==> src/rtl/sysp_icb_arb.sv <==
// Two-master round-robin ICB arbiter for the system-peripheral slave port; one read in flight.
// Optional read-response watchdog enabled by defining SYSP_ARB_TIMEOUT_EN.
module sysp_icb_arb #(
    parameter int unsigned AW          = 32,
    parameter int unsigned DW          = 32,
    parameter int unsigned TIMEOUT_CYC = 255
) (
    input  logic            clk,
    input  logic            rst_n,

    input  logic            m0_icb_cmd_valid,
    output logic            m0_icb_cmd_ready,
    input  logic [AW-1:0]   m0_icb_cmd_addr,
    input  logic            m0_icb_cmd_read,
    input  logic [DW-1:0]   m0_icb_cmd_wdata,
    input  logic [DW/8-1:0] m0_icb_cmd_wmask,
    output logic            m0_icb_rsp_valid,
    input  logic            m0_icb_rsp_ready,
    output logic            m0_icb_rsp_err,
    output logic [DW-1:0]   m0_icb_rsp_rdata,

    input  logic            m1_icb_cmd_valid,
    output logic            m1_icb_cmd_ready,
    input  logic [AW-1:0]   m1_icb_cmd_addr,
    input  logic            m1_icb_cmd_read,
    input  logic [DW-1:0]   m1_icb_cmd_wdata,
    input  logic [DW/8-1:0] m1_icb_cmd_wmask,
    output logic            m1_icb_rsp_valid,
    input  logic            m1_icb_rsp_ready,
    output logic            m1_icb_rsp_err,
    output logic [DW-1:0]   m1_icb_rsp_rdata,

    output logic            s_icb_cmd_valid,
    input  logic            s_icb_cmd_ready,
    output logic [AW-1:0]   s_icb_cmd_addr,
    output logic            s_icb_cmd_read,
    output logic [DW-1:0]   s_icb_cmd_wdata,
    output logic [DW/8-1:0] s_icb_cmd_wmask,
    input  logic            s_icb_rsp_valid,
    output logic            s_icb_rsp_ready,
    input  logic            s_icb_rsp_err,
    input  logic [DW-1:0]   s_icb_rsp_rdata,

    output logic            arb_busy
);

    localparam logic [0:0] IDLE    = 1'b0;
    localparam logic [0:0] RD_WAIT = 1'b1;

    logic [0:0]    state_q, state_d;
    logic          prio_q, prio_d;
    logic          owner_q, owner_d;
    logic          grant;
    logic          timed_out;
    logic          owner_rsp_ready;
    logic          rsp_valid;
    logic          rsp_err;
    logic [DW-1:0] rsp_rdata;

    // Sole requester wins; on contention the priority pointer decides.
    assign grant = (m0_icb_cmd_valid && m1_icb_cmd_valid) ? prio_q : m1_icb_cmd_valid;

    assign s_icb_cmd_addr  = grant ? m1_icb_cmd_addr  : m0_icb_cmd_addr;
    assign s_icb_cmd_read  = grant ? m1_icb_cmd_read  : m0_icb_cmd_read;
    assign s_icb_cmd_wdata = grant ? m1_icb_cmd_wdata : m0_icb_cmd_wdata;
    assign s_icb_cmd_wmask = grant ? m1_icb_cmd_wmask : m0_icb_cmd_wmask;

    assign owner_rsp_ready = owner_q ? m1_icb_rsp_ready : m0_icb_rsp_ready;

`ifdef SYSP_ARB_TIMEOUT_EN
    localparam int unsigned CNT_W   = ($clog2(TIMEOUT_CYC + 1) > 8) ? $clog2(TIMEOUT_CYC + 1) : 8;
    localparam logic [CNT_W-1:0] CNT_MAX = CNT_W'(TIMEOUT_CYC);

    logic [CNT_W-1:0] cnt_q, cnt_d;

    // Held at zero while idle so it always starts from zero on entering RD_WAIT; saturates.
    always_comb begin
        cnt_d = cnt_q;
        if (state_q == IDLE) begin
            cnt_d = '0;
        end else if (cnt_q != CNT_MAX) begin
            cnt_d = cnt_q + 1'b1;
        end
    end

    always_ff @(posedge clk or negedge rst_n) begin
        if (!rst_n) begin
            cnt_q <= '0;
        end else begin
            cnt_q <= cnt_d;
        end
    end

    assign timed_out = (state_q == RD_WAIT) && (cnt_q == CNT_MAX) && !s_icb_rsp_valid;
`else
    assign timed_out = 1'b0;
`endif

    always_comb begin
        state_d          = state_q;
        prio_d           = prio_q;
        owner_d          = owner_q;
        s_icb_cmd_valid  = 1'b0;
        m0_icb_cmd_ready = 1'b0;
        m1_icb_cmd_ready = 1'b0;
        s_icb_rsp_ready  = 1'b1;
        rsp_valid        = 1'b0;
        rsp_err          = 1'b0;
        rsp_rdata        = '0;
        case (state_q)
            IDLE: begin
                // Gated by rst_n so nothing is offered to the slave while reset is held.
                s_icb_cmd_valid  = rst_n && (m0_icb_cmd_valid || m1_icb_cmd_valid);
                m0_icb_cmd_ready = rst_n && !grant && s_icb_cmd_ready;
                m1_icb_cmd_ready = rst_n &&  grant && s_icb_cmd_ready;
                if (s_icb_cmd_valid && s_icb_cmd_ready) begin
                    prio_d = ~grant;
                    if (s_icb_cmd_read) begin
                        owner_d = grant;
                        state_d = RD_WAIT;
                    end
                end
            end
            RD_WAIT: begin
                s_icb_rsp_ready = owner_rsp_ready;
                if (timed_out) begin
                    rsp_valid = 1'b1;
                    rsp_err   = 1'b1;
                end else begin
                    rsp_valid = s_icb_rsp_valid;
                    rsp_err   = s_icb_rsp_err;
                    rsp_rdata = s_icb_rsp_rdata;
                end
                if (rsp_valid && owner_rsp_ready) begin
                    state_d = IDLE;
                end
            end
            default: begin
                state_d = IDLE;
            end
        endcase
    end

    always_ff @(posedge clk or negedge rst_n) begin
        if (!rst_n) begin
            state_q <= IDLE;
            prio_q  <= 1'b0;
            owner_q <= 1'b0;
        end else begin
            state_q <= state_d;
            prio_q  <= prio_d;
            owner_q <= owner_d;
        end
    end

    assign m0_icb_rsp_valid = rsp_valid && !owner_q;
    assign m1_icb_rsp_valid = rsp_valid &&  owner_q;
    assign m0_icb_rsp_err   = rsp_err;
    assign m1_icb_rsp_err   = rsp_err;
    assign m0_icb_rsp_rdata = rsp_rdata;
    assign m1_icb_rsp_rdata = rsp_rdata;

    assign arb_busy = (state_q == RD_WAIT);

endmodule
==> config.mk <==
export PLATFORM = sky130hd
export DESIGN_NAME = sysp_icb_arb
export DESIGN_NICKNAME = d
export VERILOG_FILES = /design/src/rtl/sysp_icb_arb.sv
export SDC_FILE = /design/constraint.sdc
export NUM_CORES = 1
export LEC_CHECK = 0
export CAP_MARGIN = 20
export CORE_AREA = 2 2 124 126
export CTS_CLUSTER_DIAMETER = 30
export DETAILED_ROUTE_END_ITERATION = 10
export DIE_AREA = 0 0 126 128
export MAX_ROUTING_LAYER = met4
export SLEW_MARGIN = 20
export SYNTH_ARGS = -nofsm -noshare
export SYNTH_HDL_FRONTEND = slang
export SYNTH_SLANG_ARGS = --single-unit
==> constraint.sdc <==
create_clock -name clk -period 3.25 [get_ports clk]
set_input_delay 0.325 -clock clk [delete_from_list [all_inputs] [get_ports clk]]
set_output_delay 0.325 -clock clk [all_outputs]
set_load 0.01 [all_outputs]
# Word-level counts from Yosys, hierarchy flattened
# Index checks and enable logic that the tools add are counted.
# word_totals
reg_bits	3
elab_cells	38
in_bits	179
output_inout_bits	142
# classes
muxes	18
bitwise_logic	2
n_reduce_logical	15
# ops
cell	n
$mux 32	3
$mux 1	13
$logic_and 1x1->1	10
$mux 4	1
$reduce_and 3->1	1
$logic_not 1->1	2
$not 1->1	2
$pmux 1 s2	1
$reduce_and 2->1	1
$logic_or 1x1->1	1

# Depth between registers and ports, before layout
# logic_depth
word_depth	6
ltp_mapped	5
mapped_depth_nobuf	4

# Least setup slack after synthesis
# No wires, ideal clock.
# synth_timing
path_type	register -> output
start	reg prio_q
end	out s_icb_cmd_addr[28]
stages_incl_launch_ff	4
path_buffers	1
setup_slack_ns	1.696
arrival_ns	1.229
cell_sequence	dfrtp_1 o21ai_4 buf_4 mux2_2
# synth_between
elab_chain_len	2
# synth_lines
item	line	text
start: declaration	51	logic prio_q, prio_d;
start signal: assignment	151	prio_q <= prio_d;
$mux 1	61	assign grant = (m0_icb_cmd_valid && m1_icb_cmd_valid) ? prio_q : m1_icb_cmd_valid;
$mux 32	63	assign s_icb_cmd_addr = grant ? m1_icb_cmd_addr : m0_icb_cmd_addr;
end: declaration	35	output logic [AW-1:0] s_icb_cmd_addr,
# Every way passes these cells.

# Final worst setup path
# layout_timing
start	in m0_icb_cmd_valid
end	out s_icb_cmd_wdata[17]
# layout_between
elab_chain_len	3
# layout_lines
item	line	text
start: declaration	11	input logic m0_icb_cmd_valid,
$logic_and 1x1->1	61	
$mux 1	61	
$mux 32	65	assign s_icb_cmd_wdata = grant ? m1_icb_cmd_wdata : m0_icb_cmd_wdata;
end: declaration	37	output logic [DW-1:0] s_icb_cmd_wdata,
# Every way passes these cells.

==> qor.csv <==
metric,value,unit
run status,completed,
clock slew at reported path FFs,30,ps
Die Ht,128,um
pre-CTS setup slack,468,ps
Slew Limit Fails,0,
Final GP Congestion,0.786,
"most common cell after layout, fill and taps aside",clkdlybuf4s50_1,
Setup TNS,0,ps
fin crit share,84.3,%
Num CTS Buffers,3,
Layout area overhead,214,%
final setup fails,0,
fmax,365,MHz
worst stage delay on the critical path,500,ps
HPWL Detailed,9090,um
Mapped Nets,351,
Root Driver,clkbuf_16,
VDD IR max,0.000122,V
"Max FO, Critical Path",34,
clk sinks,3,
final hold slack,322,ps
cell mode on critical path,clkdlybuf4s50_1,
worst min path class,input pin to async pin,
WP data arrival,2410,ps
R2R Setup Slk,1720,ps
worst clock skew,1.39,ps
Synth Instances,172,
pwr/cell area,255,mW/mm2
share of cells above drive strength 1,16.6,%
fin util,32.1,%
Row Count,45,
Worst slew margin,71.7,%
reg2reg start,arb_busy,
Synth cell types,19,
die area,0.0161,mm2
Worst setup startpoint,m0_icb_cmd_valid,
IO Count,321,
Max-Cap Viols,0,
final setup margin,510,ps
Starting Density,10.2,%
Crit. End Element,output port,
Setup crit start kind,input pin,
diode count,0,
Worst-Skew Late Latency,220,ps
Final Hold Fails,0,
Crit path max-delay family,buffers and inverters,
Worst Path Required,2920,ps
drt first pass iters,4,
"Seq/Total Area, Yosys",4.93,%
Power Total,1.22,mW
Slew @ Worst Pin,423,ps
DR vias,2347,
critical path type,input pin to output port,
Levels on crit path,6,
pin count of the biggest net entering global routing,40,
slowest CP cell,clkdlybuf4s50_1,
CP Capture Point,s_icb_cmd_wdata[17],
Iteration-0 DRC Markers,49,
Mapped Area,0.00152,mm2
"Warnings, synthesis",0,
CORE AREA,0.0149,mm2
grt ovf,0,
highest-count cells in the layout ignoring fill and taps,"clkdlybuf4s50_1, mux2_2, and2_1, nor2_1, mux2_1",
min cycle time layout,2740,ps
gr usage total,11.6,%
Buf/Inv on CP,4,
CTS Buffer Depth,2,
CTS tree,yes,
# hold bufs at CTS,0,
Syn Area/Cell,8.85,um2
Synth Register Bits,3,
R2R cell count,5,
CP cell instances,"clkdlybuf4s50_1, inv_1, o21ai_4, buf_12, mux2_2, clkdlybuf4s50_1",
first-pass GRT wire length,14300,um
RSZ-0062 raised after global routing,no,
reg2reg end,owner_q,
number of port buffers,320,
PostCTS Resize Cnt,0,
Post-route DRC,0,
leakage power,1.77,nW
ANT nets after route,0,
Layout fillers,1506,
Setup Buffers After CTS,0,
Detailed Route WL,10300,um
wire per inst,15.9,um
vias in the first global route,2459,
die width,126,um
# H-tree levels,1,
nets,637,
initial antenna violation count,0,
via/cell ratio,3.64,
[per-stage QoR]
stage	cells	cell area (um2)
floorplan	172	1520
global placement	641	4690
detailed placement	641	4690
global route	645	4770
finish	645	4770
CTS	645	4770
[synthesized netlist by cell type]
cell type,count,share of area (%)
a21oi_1,3,0.99
inv_1,3,0.74
nor3b_1,1,0.49
buf_6,4,3.0
dfrtp_1,3,4.9
nor2b_1,1,0.41
buf_4,36,18
o21ai_0,1,0.33
nand3b_1,1,0.49
mux2_2,65,48
or2_2,2,0.82
clkbuf_1,4,0.99
a21o_1,1,0.49
nor2_1,6,1.5
mux2_1,5,3.7
and3_1,1,0.41
nand2_1,1,0.25
o21ai_4,1,1.1
and2_1,33,14
[registers in the layout, summed over array words and instances, names as in the netlist]
register  flops
arb_busy      1
owner_q       1
prio_q        1
[where the power goes]
| group | internal [mW] | total [mW] | switching (mW) | leakage (nW) |
|---|---|---|---|---|
| sequential | 0.0441 | 0.0499 | 0.00584 | 0.0374 |
| clock | 0.162 | 0.194 | 0.0324 | 0.0382 |
| combinational | 0.636 | 0.973 | 0.337 | 1.69 |
| total | 0.842 | 1.22 | 0.375 | 1.77 |
[cells by family (layout without fill, tap and decap cells)]
kind of cell / count (synthesis) / in the layout / share of synthesized area (%)
buffers and inverters: 47 / 332 / 22.5
flip-flops: 3 / 3 / 4.93
AO/OA/AOI/OAI: 6 / 6 / 2.88
multiplexers: 70 / 70 / 51.8
AND/OR/NAND/NOR: 46 / 46 / 17.9
[layout make-up]
cell class / count / area (um2) / share of cell area (%)
timing repair buffer: 325 / 3270 / 68.4
inverter: 3 / 11.3 / 0.236
multi-input combinational: 122 / 1100 / 23.2
sequential: 3 / 75.1 / 1.57
clock buffer: 4 / 78.8 / 1.65
tap: 188 / 235 / 4.93
[metal layers]
layer | up-vias | track usage [%] | share of wire, % | wire length, um
li1 | 1130 | - | - | -
met1 | 1054 | 13.6 | 40 | 4060
met2 | 159 | 21.2 | 53 | 5400
met3 | 4 | 2.17 | 7.2 | 739
met4 | 0 | 1.75 | 0.59 | 61
met5 | - | - | 0 | 0
[worst min path at each step]
stage | startpoint | endpoint | slack (ps) | cells after the start
6_report | rst_n | prio_q | 320 | 1
5_1_grt | rst_n | prio_q | 330 | 1
4_1_cts | rst_n | prio_q | 330 | 1
3_5_place_dp | rst_n | prio_q | 560 | 1
3_3_place_gp | rst_n | prio_q | 560 | 1
2_1_floorplan | rst_n | arb_busy | 30 | 0
(Power assumes the default switching activity.)
